===== config.mk =====
export PLATFORM = sky130hd
export DESIGN_NAME = lsu_sq
export DESIGN_NICKNAME = d
export VERILOG_FILES = /design/src/rtl/procyon_types.sv /design/src/rtl/lsu_sq_retire_fifo.sv /design/src/rtl/lsu_sq.sv
export SDC_FILE = /design/constraint.sdc
export NUM_CORES = 1
export LEC_CHECK = 0
export ABC_AREA = 1
export CAP_MARGIN = 10
export CORE_ASPECT_RATIO = 0.8
export CORE_MARGIN = 2
export CORE_UTILIZATION = 45
export DETAILED_ROUTE_END_ITERATION = 10
export PLACE_DENSITY = 0.64
export SLEW_MARGIN = 40
export SYNTH_ARGS = -nofsm -noshare
export SYNTH_HDL_FRONTEND = slang
export SYNTH_SLANG_ARGS = --single-unit

===== constraint.sdc =====
create_clock -name clk -period 3.85 [get_ports clk]
set_input_delay 0.77 -clock clk [delete_from_list [all_inputs] [get_ports clk]]
set_output_delay 0.77 -clock clk [all_outputs]
set_load 0.05 [all_outputs]

===== src/rtl/procyon_types.sv =====
// Shared type and sizing definitions for the procyon load/store unit.
package procyon_types;

  localparam int unsigned SQ_DEPTH        = 8;
  localparam int unsigned SQ_TAG_WIDTH    = 6;
  localparam int unsigned ADDR_WIDTH      = 32;
  localparam int unsigned DATA_WIDTH      = 32;
  localparam int unsigned MHQ_TAG_WIDTH   = 2;
  localparam int unsigned LSU_FUNC_WIDTH  = 4;

  typedef logic [DATA_WIDTH-1:0]    procyon_data_t;
  typedef logic [ADDR_WIDTH-1:0]    procyon_addr_t;
  typedef logic [SQ_TAG_WIDTH-1:0]  procyon_tag_t;
  typedef logic [MHQ_TAG_WIDTH-1:0] procyon_mhq_tag_t;

  typedef enum logic [LSU_FUNC_WIDTH-1:0] {
    LSU_FUNC_LB,
    LSU_FUNC_LH,
    LSU_FUNC_LW,
    LSU_FUNC_LBU,
    LSU_FUNC_LHU,
    LSU_FUNC_SB,
    LSU_FUNC_SH,
    LSU_FUNC_SW
  } procyon_lsu_func_t;

  typedef enum logic [2:0] {
    SQ_INVALID,
    SQ_VALID,
    SQ_RETIRED,
    SQ_LAUNCHED,
    SQ_MHQ_WAIT
  } sq_state_t;

endpackage


===== src/rtl/lsu_sq_retire_fifo.sv =====
// In-order queue of retired store-slot indices; the head is the only store allowed to launch.
module lsu_sq_retire_fifo #(
  parameter int unsigned DEPTH     = 8,
  parameter int unsigned IDX_WIDTH = 3
) (
  input  logic                 clk,
  input  logic                 n_rst,
  input  logic                 i_push,
  input  logic [IDX_WIDTH-1:0] i_push_idx,
  input  logic                 i_pop,
  output logic [IDX_WIDTH-1:0] o_head,
  output logic                 o_empty
);

  logic [IDX_WIDTH-1:0] entries [DEPTH];
  logic [IDX_WIDTH-1:0] rd_ptr;
  logic [IDX_WIDTH-1:0] wr_ptr;
  logic [IDX_WIDTH:0]   count;
  logic                 pop_do;

  assign o_empty = (count == '0);
  assign o_head  = entries[rd_ptr];
  assign pop_do  = i_pop && !o_empty;

  // Pointers wrap naturally because DEPTH is a power of two.
  always_ff @(posedge clk or negedge n_rst) begin
    if (!n_rst) begin
      for (int unsigned i = 0; i < DEPTH; i++) begin
        entries[i] <= '0;
      end
      rd_ptr <= '0;
      wr_ptr <= '0;
      count  <= '0;
    end else begin
      if (i_push) begin
        entries[wr_ptr] <= i_push_idx;
        wr_ptr          <= wr_ptr + 1'b1;
      end
      if (pop_do) begin
        rd_ptr <= rd_ptr + 1'b1;
      end
      case ({i_push, pop_do})
        2'b10:   count <= count + 1'b1;
        2'b01:   count <= count - 1'b1;
        default: count <= count;
      endcase
    end
  end

endmodule


===== src/rtl/lsu_sq.sv =====
// Store queue: holds stores until ROB retirement, then commits them to LSU_EX one at a time in retire order.
module lsu_sq #(
  parameter int unsigned SQ_DEPTH     = procyon_types::SQ_DEPTH,
  parameter int unsigned SQ_IDX_WIDTH = $clog2(SQ_DEPTH)
) (
  input  logic                                        clk,
  input  logic                                        n_rst,
  input  logic                                        i_flush,
  output logic                                        o_full,
  input  logic                                        i_alloc_en,
  input  logic [procyon_types::SQ_TAG_WIDTH-1:0]      i_alloc_tag,
  input  logic [procyon_types::ADDR_WIDTH-1:0]        i_alloc_addr,
  input  logic [procyon_types::DATA_WIDTH-1:0]        i_alloc_data,
  input  logic [procyon_types::LSU_FUNC_WIDTH-1:0]    i_alloc_lsu_func,
  input  logic                                        i_rob_retire_en,
  input  logic [procyon_types::SQ_TAG_WIDTH-1:0]      i_rob_retire_tag,
  input  logic                                        i_launch_stall,
  output logic                                        o_launch_en,
  output logic [procyon_types::ADDR_WIDTH-1:0]        o_launch_addr,
  output logic [procyon_types::DATA_WIDTH-1:0]        o_launch_data,
  output logic [procyon_types::LSU_FUNC_WIDTH-1:0]    o_launch_lsu_func,
  output logic [procyon_types::SQ_TAG_WIDTH-1:0]      o_launch_tag,
  input  logic                                        i_update_sq_en,
  input  logic                                        i_update_sq_retry,
  input  logic [procyon_types::MHQ_TAG_WIDTH-1:0]     i_update_sq_mhq_tag,
  input  logic                                        i_mhq_fill,
  input  logic [procyon_types::MHQ_TAG_WIDTH-1:0]     i_mhq_fill_tag,
  output logic                                        o_sq_retire_en,
  output logic [procyon_types::ADDR_WIDTH-1:0]        o_sq_retire_addr,
  output logic [procyon_types::LSU_FUNC_WIDTH-1:0]    o_sq_retire_lsu_func
);

  import procyon_types::*;

  sq_state_t                 slot_state   [SQ_DEPTH];
  procyon_addr_t             slot_addr    [SQ_DEPTH];
  procyon_data_t             slot_data    [SQ_DEPTH];
  logic [LSU_FUNC_WIDTH-1:0] slot_func    [SQ_DEPTH];
  procyon_tag_t              slot_tag     [SQ_DEPTH];
  logic                      slot_retry   [SQ_DEPTH];
  procyon_mhq_tag_t          slot_mhq_tag [SQ_DEPTH];

  logic [SQ_DEPTH-1:0]     retire_match;
  logic [SQ_IDX_WIDTH-1:0] retire_idx;
  logic                    retire_any;
  logic [SQ_IDX_WIDTH-1:0] alloc_idx;
  logic                    alloc_found;
  logic                    alloc_do;
  logic                    any_busy;
  logic [SQ_IDX_WIDTH-1:0] head_idx;
  logic                    fifo_empty;
  sq_state_t               head_state;
  logic                    launch_ok;
  logic                    head_launched;
  logic                    launch_hit;
  logic                    fill_at_update;

  always_comb begin
    alloc_idx    = '0;
    alloc_found  = 1'b0;
    retire_match = '0;
    retire_idx   = '0;
    any_busy     = 1'b0;
    for (int unsigned i = 0; i < SQ_DEPTH; i++) begin
      if (slot_state[i] == SQ_INVALID && !alloc_found) begin
        alloc_idx   = SQ_IDX_WIDTH'(i);
        alloc_found = 1'b1;
      end
      if (i_rob_retire_en && slot_state[i] == SQ_VALID && slot_tag[i] == i_rob_retire_tag) begin
        retire_match[i] = 1'b1;
        retire_idx      = SQ_IDX_WIDTH'(i);
      end
      if (slot_state[i] == SQ_LAUNCHED || slot_state[i] == SQ_MHQ_WAIT) begin
        any_busy = 1'b1;
      end
    end
  end

  assign o_full     = !alloc_found;
  assign alloc_do   = i_alloc_en && alloc_found && !i_flush;
  assign retire_any = |retire_match;

  lsu_sq_retire_fifo #(
    .DEPTH     (SQ_DEPTH),
    .IDX_WIDTH (SQ_IDX_WIDTH)
  ) u_retire_fifo (
    .clk        (clk),
    .n_rst      (n_rst),
    .i_push     (retire_any),
    .i_push_idx (retire_idx),
    .i_pop      (launch_hit),
    .o_head     (head_idx),
    .o_empty    (fifo_empty)
  );

  // Only the FIFO head ever launches, so a LAUNCHED slot is always the head.
  assign head_state     = slot_state[head_idx];
  assign launch_ok      = !fifo_empty && head_state == SQ_RETIRED && !any_busy;
  assign head_launched  = !fifo_empty && head_state == SQ_LAUNCHED;
  assign launch_hit     = head_launched && !i_update_sq_en;
  assign fill_at_update = i_mhq_fill && (i_update_sq_retry || i_update_sq_mhq_tag == i_mhq_fill_tag);

  assign o_launch_en       = launch_ok && !i_launch_stall;
  assign o_launch_addr     = slot_addr[head_idx];
  assign o_launch_data     = slot_data[head_idx];
  assign o_launch_lsu_func = slot_func[head_idx];
  assign o_launch_tag      = slot_tag[head_idx];

  always_ff @(posedge clk or negedge n_rst) begin
    if (!n_rst) begin
      for (int unsigned i = 0; i < SQ_DEPTH; i++) begin
        slot_state[i]   <= SQ_INVALID;
        slot_addr[i]    <= '0;
        slot_data[i]    <= '0;
        slot_func[i]    <= '0;
        slot_tag[i]     <= '0;
        slot_retry[i]   <= 1'b0;
        slot_mhq_tag[i] <= '0;
      end
    end else begin
      for (int unsigned i = 0; i < SQ_DEPTH; i++) begin
        case (slot_state[i])
          SQ_INVALID: begin
            if (alloc_do && alloc_idx == SQ_IDX_WIDTH'(i)) begin
              slot_state[i] <= SQ_VALID;
              slot_addr[i]  <= i_alloc_addr;
              slot_data[i]  <= i_alloc_data;
              slot_func[i]  <= i_alloc_lsu_func;
              slot_tag[i]   <= i_alloc_tag;
            end
          end
          SQ_VALID: begin
            // A retire in the flush cycle wins: the store is already committed.
            if (retire_match[i]) begin
              slot_state[i] <= SQ_RETIRED;
            end else if (i_flush) begin
              slot_state[i] <= SQ_INVALID;
            end
          end
          SQ_RETIRED: begin
            if (o_launch_en && head_idx == SQ_IDX_WIDTH'(i)) begin
              slot_state[i] <= SQ_LAUNCHED;
            end
          end
          SQ_LAUNCHED: begin
            if (!i_update_sq_en) begin
              slot_state[i] <= SQ_INVALID;
            end else begin
              slot_retry[i]   <= i_update_sq_retry;
              slot_mhq_tag[i] <= i_update_sq_mhq_tag;
              slot_state[i]   <= fill_at_update ? SQ_RETIRED : SQ_MHQ_WAIT;
            end
          end
          SQ_MHQ_WAIT: begin
            if (i_mhq_fill && (slot_retry[i] || slot_mhq_tag[i] == i_mhq_fill_tag)) begin
              slot_state[i] <= SQ_RETIRED;
            end
          end
          default: slot_state[i] <= SQ_INVALID;
        endcase
      end
    end
  end

  always_ff @(posedge clk or negedge n_rst) begin
    if (!n_rst) begin
      o_sq_retire_en       <= 1'b0;
      o_sq_retire_addr     <= '0;
      o_sq_retire_lsu_func <= '0;
    end else begin
      o_sq_retire_en <= launch_hit;
      if (launch_hit) begin
        o_sq_retire_addr     <= slot_addr[head_idx];
        o_sq_retire_lsu_func <= slot_func[head_idx];
      end
    end
  end

endmodule


* After elaboration in Yosys (flattened, before gate mapping)
Cells that the tools add are included.
** Word-level totals
- Register bits :: 711
- Bits in latches :: 0
- Bits in writable memories :: 0
- ROM bits :: 0
- Output and inout port bits :: 113
- Word-level logic and storage cells :: 407
- Memories :: 0
** Operators by class
- Add/sub/neg operators :: 4
- $mul :: 0
- Div/mod/pow operators :: 0
- Magnitude comparators :: 4
- Eq/ne operators :: 99
- Shift-type cells :: 0
- Multiplexer cells :: 103
- Bitwise operators :: 3
- Reduce and logical (&&, ||, !) cells :: 124
** Operators with widths (number)
- binary-select mux 32 bit (select 3 bit) :: 2
- 2-to-1 mux 3 bit :: 52
- 2-to-1 mux 32 bit :: 4
- one-hot mux 3 bit (5 select lines) :: 8
- == test 3 x 2 -> 1 bit (second input constant) :: 22
- logical AND 1 bit :: 57
- == test 3 bit (second input constant) :: 16
- == test 6 bit :: 8
- inequality test 2 x 1 -> 1 bit (second input constant) :: 16
- AND reduction 2 bit :: 16
- AND reduction 4 bit :: 8
- == test 3 x 1 -> 1 bit (second input constant) :: 10
- logical NOT 3 bit :: 10
- 2-to-1 mux 1 bit :: 26
- bitwise mux 24 bit :: 1
- inequality test 3 bit (second input constant) :: 8
- binary-select mux 3 bit (select 3 bit) :: 2
- binary-select mux 6 bit (select 3 bit) :: 1
- == test 2 bit :: 9
- logical OR 1 bit :: 17
- inequality test 2 bit (second input constant) :: 8
- logical NOT 1 bit :: 13
- binary-select mux 4 bit (select 3 bit) :: 1
- >= comparator 4 bit (second input constant) :: 3
- 14 further kinds :: 19

* Depth between registers and ports, before layout
- Depth in word-level cells :: 28
- Mapped depth :: 25
- Depth with buffers taken out :: 22

* Cells and area by module
A second synthesis with hierarchy kept.
** Second synthesis, totals
- Cell total of the unflattened synthesis :: 3766
- Area total of the unflattened synthesis :: 32050.7 um^2
** By module, submodules not included
- lsu_sq :: instances 1, cells an instance 3531, area each 30279.0 um^2, sequential area each 16941.2 um^2
- lsu_sq_retire_fifo :: instances 1, cells an instance 235, area each 1771.7 um^2, sequential area each 850.8 um^2

* Worst setup path after synthesis
No wires, ideal clock.
- Path type :: register to output
- From :: register u_retire_fifo.rd_ptr[0]
- To :: output port o_launch_data[12] in the netlist's numbering
- Arrival time :: 2.779 ns
- Data required time :: 3.080 ns
- Slack :: 0.301 ns
- Cell stages (with the launch flop) :: 13
- Buffers on the path :: 4
- Path through :: dfrtp_1 buf_6 buf_6 nand2_1 nand3_1 nand3_2 nand2_4 nand2_2 inv_2 buf_2 clkbuf_1 a221oi_1 o21ai_0
** Between the ends
- Longest elaborated chain between the ends :: 8
** RTL lines
- from (decl) :: RTL line lsu_sq_retire_fifo.sv:16 : logic [IDX_WIDTH-1:0] rd_ptr;
- from (signal assigned) :: RTL line lsu_sq_retire_fifo.sv:40 : rd_ptr <= rd_ptr + 1'b1;
- NOT 3 -> 4 bit (implied by the code) :: RTL line lsu_sq_retire_fifo.sv:22 : assign o_head = entries[rd_ptr];
- binary-select mux 3 bit (select 3 bit) :: RTL line lsu_sq_retire_fifo.sv:22
- 2-to-1 mux 3 bit (implied by the code) (2 in a row) :: RTL line lsu_sq_retire_fifo.sv:22
- NOT 3 -> 4 bit (implied by the code) :: RTL line lsu_sq.sv:105 : assign o_launch_data = slot_data[head_idx];
- binary-select mux 32 bit (select 3 bit) :: RTL line lsu_sq.sv:105
- 2-to-1 mux 32 bit (implied by the code) (2 in a row) :: RTL line lsu_sq.sv:105
- to (decl) :: RTL line lsu_sq.sv:20 : output logic [procyon_types::DATA_WIDTH-1:0] o_launch_data,
No other way between the ends. The select of a mux whose other input is x is not followed.

* Final worst setup path
- From :: register u_retire_fifo.rd_ptr[0]
- To :: output port o_launch_tag[1] in the netlist's numbering
** Between the ends
- Longest elaborated chain between the ends :: 8
** RTL lines
- NOT 3 -> 4 bit (implied by the code) :: RTL line lsu_sq_retire_fifo.sv:22
- binary-select mux 3 bit (select 3 bit) :: RTL line lsu_sq_retire_fifo.sv:22
- 2-to-1 mux 3 bit (implied by the code) (2 in a row) :: RTL line lsu_sq_retire_fifo.sv:22
- NOT 3 -> 4 bit (implied by the code) :: RTL line lsu_sq.sv:107 : assign o_launch_tag = slot_tag[head_idx];
- binary-select mux 6 bit (select 3 bit) :: RTL line lsu_sq.sv:107
- 2-to-1 mux 6 bit (implied by the code) (2 in a row) :: RTL line lsu_sq.sv:107
- to (decl) :: RTL line lsu_sq.sv:22 : output logic [procyon_types::SQ_TAG_WIDTH-1:0] o_launch_tag,
No other way between the ends. The select of a mux whose other input is x is not followed.

==> out/results.ini <==
[pwr]
internal_power_mw = 20.0
power_mw = 33.4
p_leak_nw = 18.9
comb_power_share_pct = 44.5
clockPowerShare_pct = 22.4
p_sw_mw = 13.4
power.share.sequential_pct = 33.1
p_sw_share_pct = 40.0
vdd_drop_max_uv = 536
power_density_nw_per_um2 = 824

[routing]
ant_nets = 0
drc_errors = 0
vias_per_cell = 5.47
drtIter0Drc = 3047
vias = 28273
totalWireLength_mm = 101
routedWlPerCell_um = 19.6
drt_pass1_iterations = 6

[die]
design.core.area_um2 = 71800
io_pins = 206
die_area_um2 = 74500
initial_utilization_pct = 45.3
rows = 88
die_x_um = 305
die_h_um = 245

[clock_network]
numCtsBuffers = 74
htreeDepth = 3
clock_sinks = 711
clk_pin_slew_ns = 0.06
hold_buffers = 0
cts_root_buf = clkbuf_16
clock_latency_ns = 0.63
cts_buffer_depth = 3
cts_tree = done

[placed_design]
place_inst = 5001
dp.final_hpwl_mm = 58.1
detailed_place.area_um2 = 36900
portBuffers = 205
gp_congestion = 0.939

[global_route]
grt_first_pass_wirelength_mm = 156
grt_max_degree = 147
track_usage_pct = 26.5
grt_antenna_before_repair = 2
grt_pass1_vias = 26799
grt.overflow.total = 0

[sta]
rsz0062_at_grt = true
whs_ns = 0.0854
worst_slack_ns = -0.0222
setup_tns_ns = -0.0222
max_slew_margin_pct = 56.1
finalSetupViolations = 1
worst_pin_slew_ns = 0.658
fin_crit_ns = 3.87
slew_violations = 0
max_freq_mhz = 258
min_period_over_period_pct = 101
skew_ns = 0.0192
hold_viol_final = 0

[run]
drv_cap = 0

[final_layout]
stdcell_area_um2 = 40600
drive_gt1_share_pct = 10.1
register_area_um2 = 17800
fillers = 6550
multi_input_area_um2 = 13200
area_delta_synth_final_pct = 24.6
finalNetCount = 4272
final_cells = 5171

[synthesis]
yosysUniqueCellTypes = 47
synth_async_sr_flop_share_pct = 100
synth_nets = 4065
ys_seq_area_share_pct = 54.7
synth-main-ff-cell = dfrtp_1
netlist_area_um2 = 32500
yosysWarningCount = 0
ys_ff_latch = 711
syn_area_per_cell_um2 = 8.21
synth_edf_count = 0
synth_cells = 3966

[run_status]
status = finished with violations
violations = setup timing

[setup_path]
start_kind = register
required_ns = 3.08
crit_arrival_ns = 3.10
critPathKind = reg -> out
reg2reg_slack_ns = 0.44
endpoint_kind = output pin
path_max_fanout = 7

[min_path]
hold_path_class = in -> async

==> area by class of cell <==
type,instances,share of cell area [%]
Timing Repair Buffer,363,12.2
Clock buffer,109,5.47
Tap cell,945,2.92
Inverter,235,2.25
Sequential cell,711,43.9
Antenna cell,2,0.0123
Clock inverter,18,0.725
Multi-Input combinational cell,2788,32.6
==> metal layers <==
layer | GRT usage [%] | vias to the layer above | wire (um)
met4 | 7.18 | 2 | 2370
met3 | 5.36 | 163 | 7850
met2 | 40.4 | 1021 | 44800
met1 | 38.6 | 13641 | 46200
li1 | - | 13446 | -
met5 | 0 | - | 55
==> synthesized netlist by cell type (5+ instances only) <==
cell	number	area [um^2]
nor3b_1	12	90.1
ha_1	5	62.6
nand2_1	1444	5420
a31oi_1	6	37.5
inv_1	229	860
o31ai_1	8	60.1
a21boi_0	8	60.1
nand2_2	8	50.1
o22ai_1	10	62.6
o21ai_1	51	255
o21ai_0	667	3340
a41oi_1	11	96.3
buf_2	102	510
nand4_1	109	682
nor4_1	13	81.3
a221oi_1	22	193
buf_6	5	56.3
nor2_1	138	518
nand3_1	56	280
inv_2	5	18.8
clkbuf_1	102	383
and2_1	36	225
a21oi_1	38	190
xor2_1	23	201
buf_4	10	75.1
dfrtp_1	711	17800
nor3_1	25	125
buf_1	13	48.8
a22oi_1	61	458
==> sequential cells by signal (all words and copies together), names as in the netlist, 4 cells and up <==
| name | flops |
|---|---|
| o_sq_retire_addr | 32 |
| u_retire_fifo.count | 4 |
| u_retire_fifo.entries | 24 |
| slot_mhq_tag | 16 |
| slot_func | 32 |
| o_sq_retire_lsu_func | 4 |
| slot_data | 256 |
| slot_state | 24 |
| slot_retry | 8 |
| slot_addr | 256 |
| slot_tag | 48 |
==> logic make-up after synthesis <==
kind of cell | Yosys count | share of synthesized area [%]
simple gates | 1861 | 23.4
compound gates | 895 | 14.9
flops | 711 | 54.7
buf+inv | 467 | 6.02
xor+xnor | 26 | 0.700
fa+ha+maj | 6 | 0.254
==> placed cells by master (no fill, tap or decap), drive strengths merged, types with 25 or more instances in the layout <==
cell type / instances
a21oi: 38
a22oi: 61
and2: 36
buf: 222
clkbuf: 119
clkdlybuf4s50: 128
dfrtp: 711
inv: 235
nand2: 1453
nand3: 59
nand4: 109
nor2: 142
nor3: 25
o21ai: 718
==> power groups by stage <==
stage / combinational, mW / sequential, mW / clock [mW]
5_1_grt: 16.0 / 11.3 / 7.90
4_1_cts: 14.1 / 11.0 / 7.58
6_report: 14.9 / 11.1 / 7.48
3_5_place_dp: 13.5 / 11.1 / 0
3_3_place_gp: 13.4 / 11.0 / 0
2_1_floorplan: 7.58 / 10.9 / 0
==> critical path, stage by stage (launching register included) <==
cell and delay [ns]:
dfrtp_2 0.50, buf_12 0.18, nand2_4 0.07, nand3_4 0.08, nand3_4 0.12, nand2_8 0.10, nor2_4 0.19, buf_12 0.16
buf_12 0.15, buf_16 0.14, nand2_2 0.05, nand4_1 0.16, nor2_1 0.06, a31oi_1 0.16, buf_4 0.18, buf_12 0.14
==> what timing repair did <==
action,CTS,global route
resized for setup,31,73
cloned,7,10
pin swaps,7,11
setup buffers,14,9
endpoints found under the setup margin,74,75
==> worst paths after layout <==
kind | from | to | cells past startpoint
max | u_retire_fifo.rd_ptr[0] | o_launch_tag[1] | 15
min reg2reg | slot_retry[2] | slot_retry[2] | 2
min in group clk | slot_retry[2] | slot_retry[2] | 2
min | n_rst | slot_mhq_tag[0] | 1
max in group asynchronous | n_rst | slot_addr[165] | 3
max reg2reg | u_retire_fifo.rd_ptr[1] | u_retire_fifo.count[3] | 22
==> per-stage QoR <==
| step | setup WS, ns | utilization, % |
|---|---|---|
| after global placement | 0.0850 | 51.3 |
| after CTS | -0.00756 | 55.6 |
| after global routing | -0.0942 | 56.5 |
| after detailed placement | 0.0294 | 51.3 |
| final | -0.0222 | 56.5 |
| after floorplan | 0.301 | - |
Note: power is estimated with default switching activity, not from simulation.
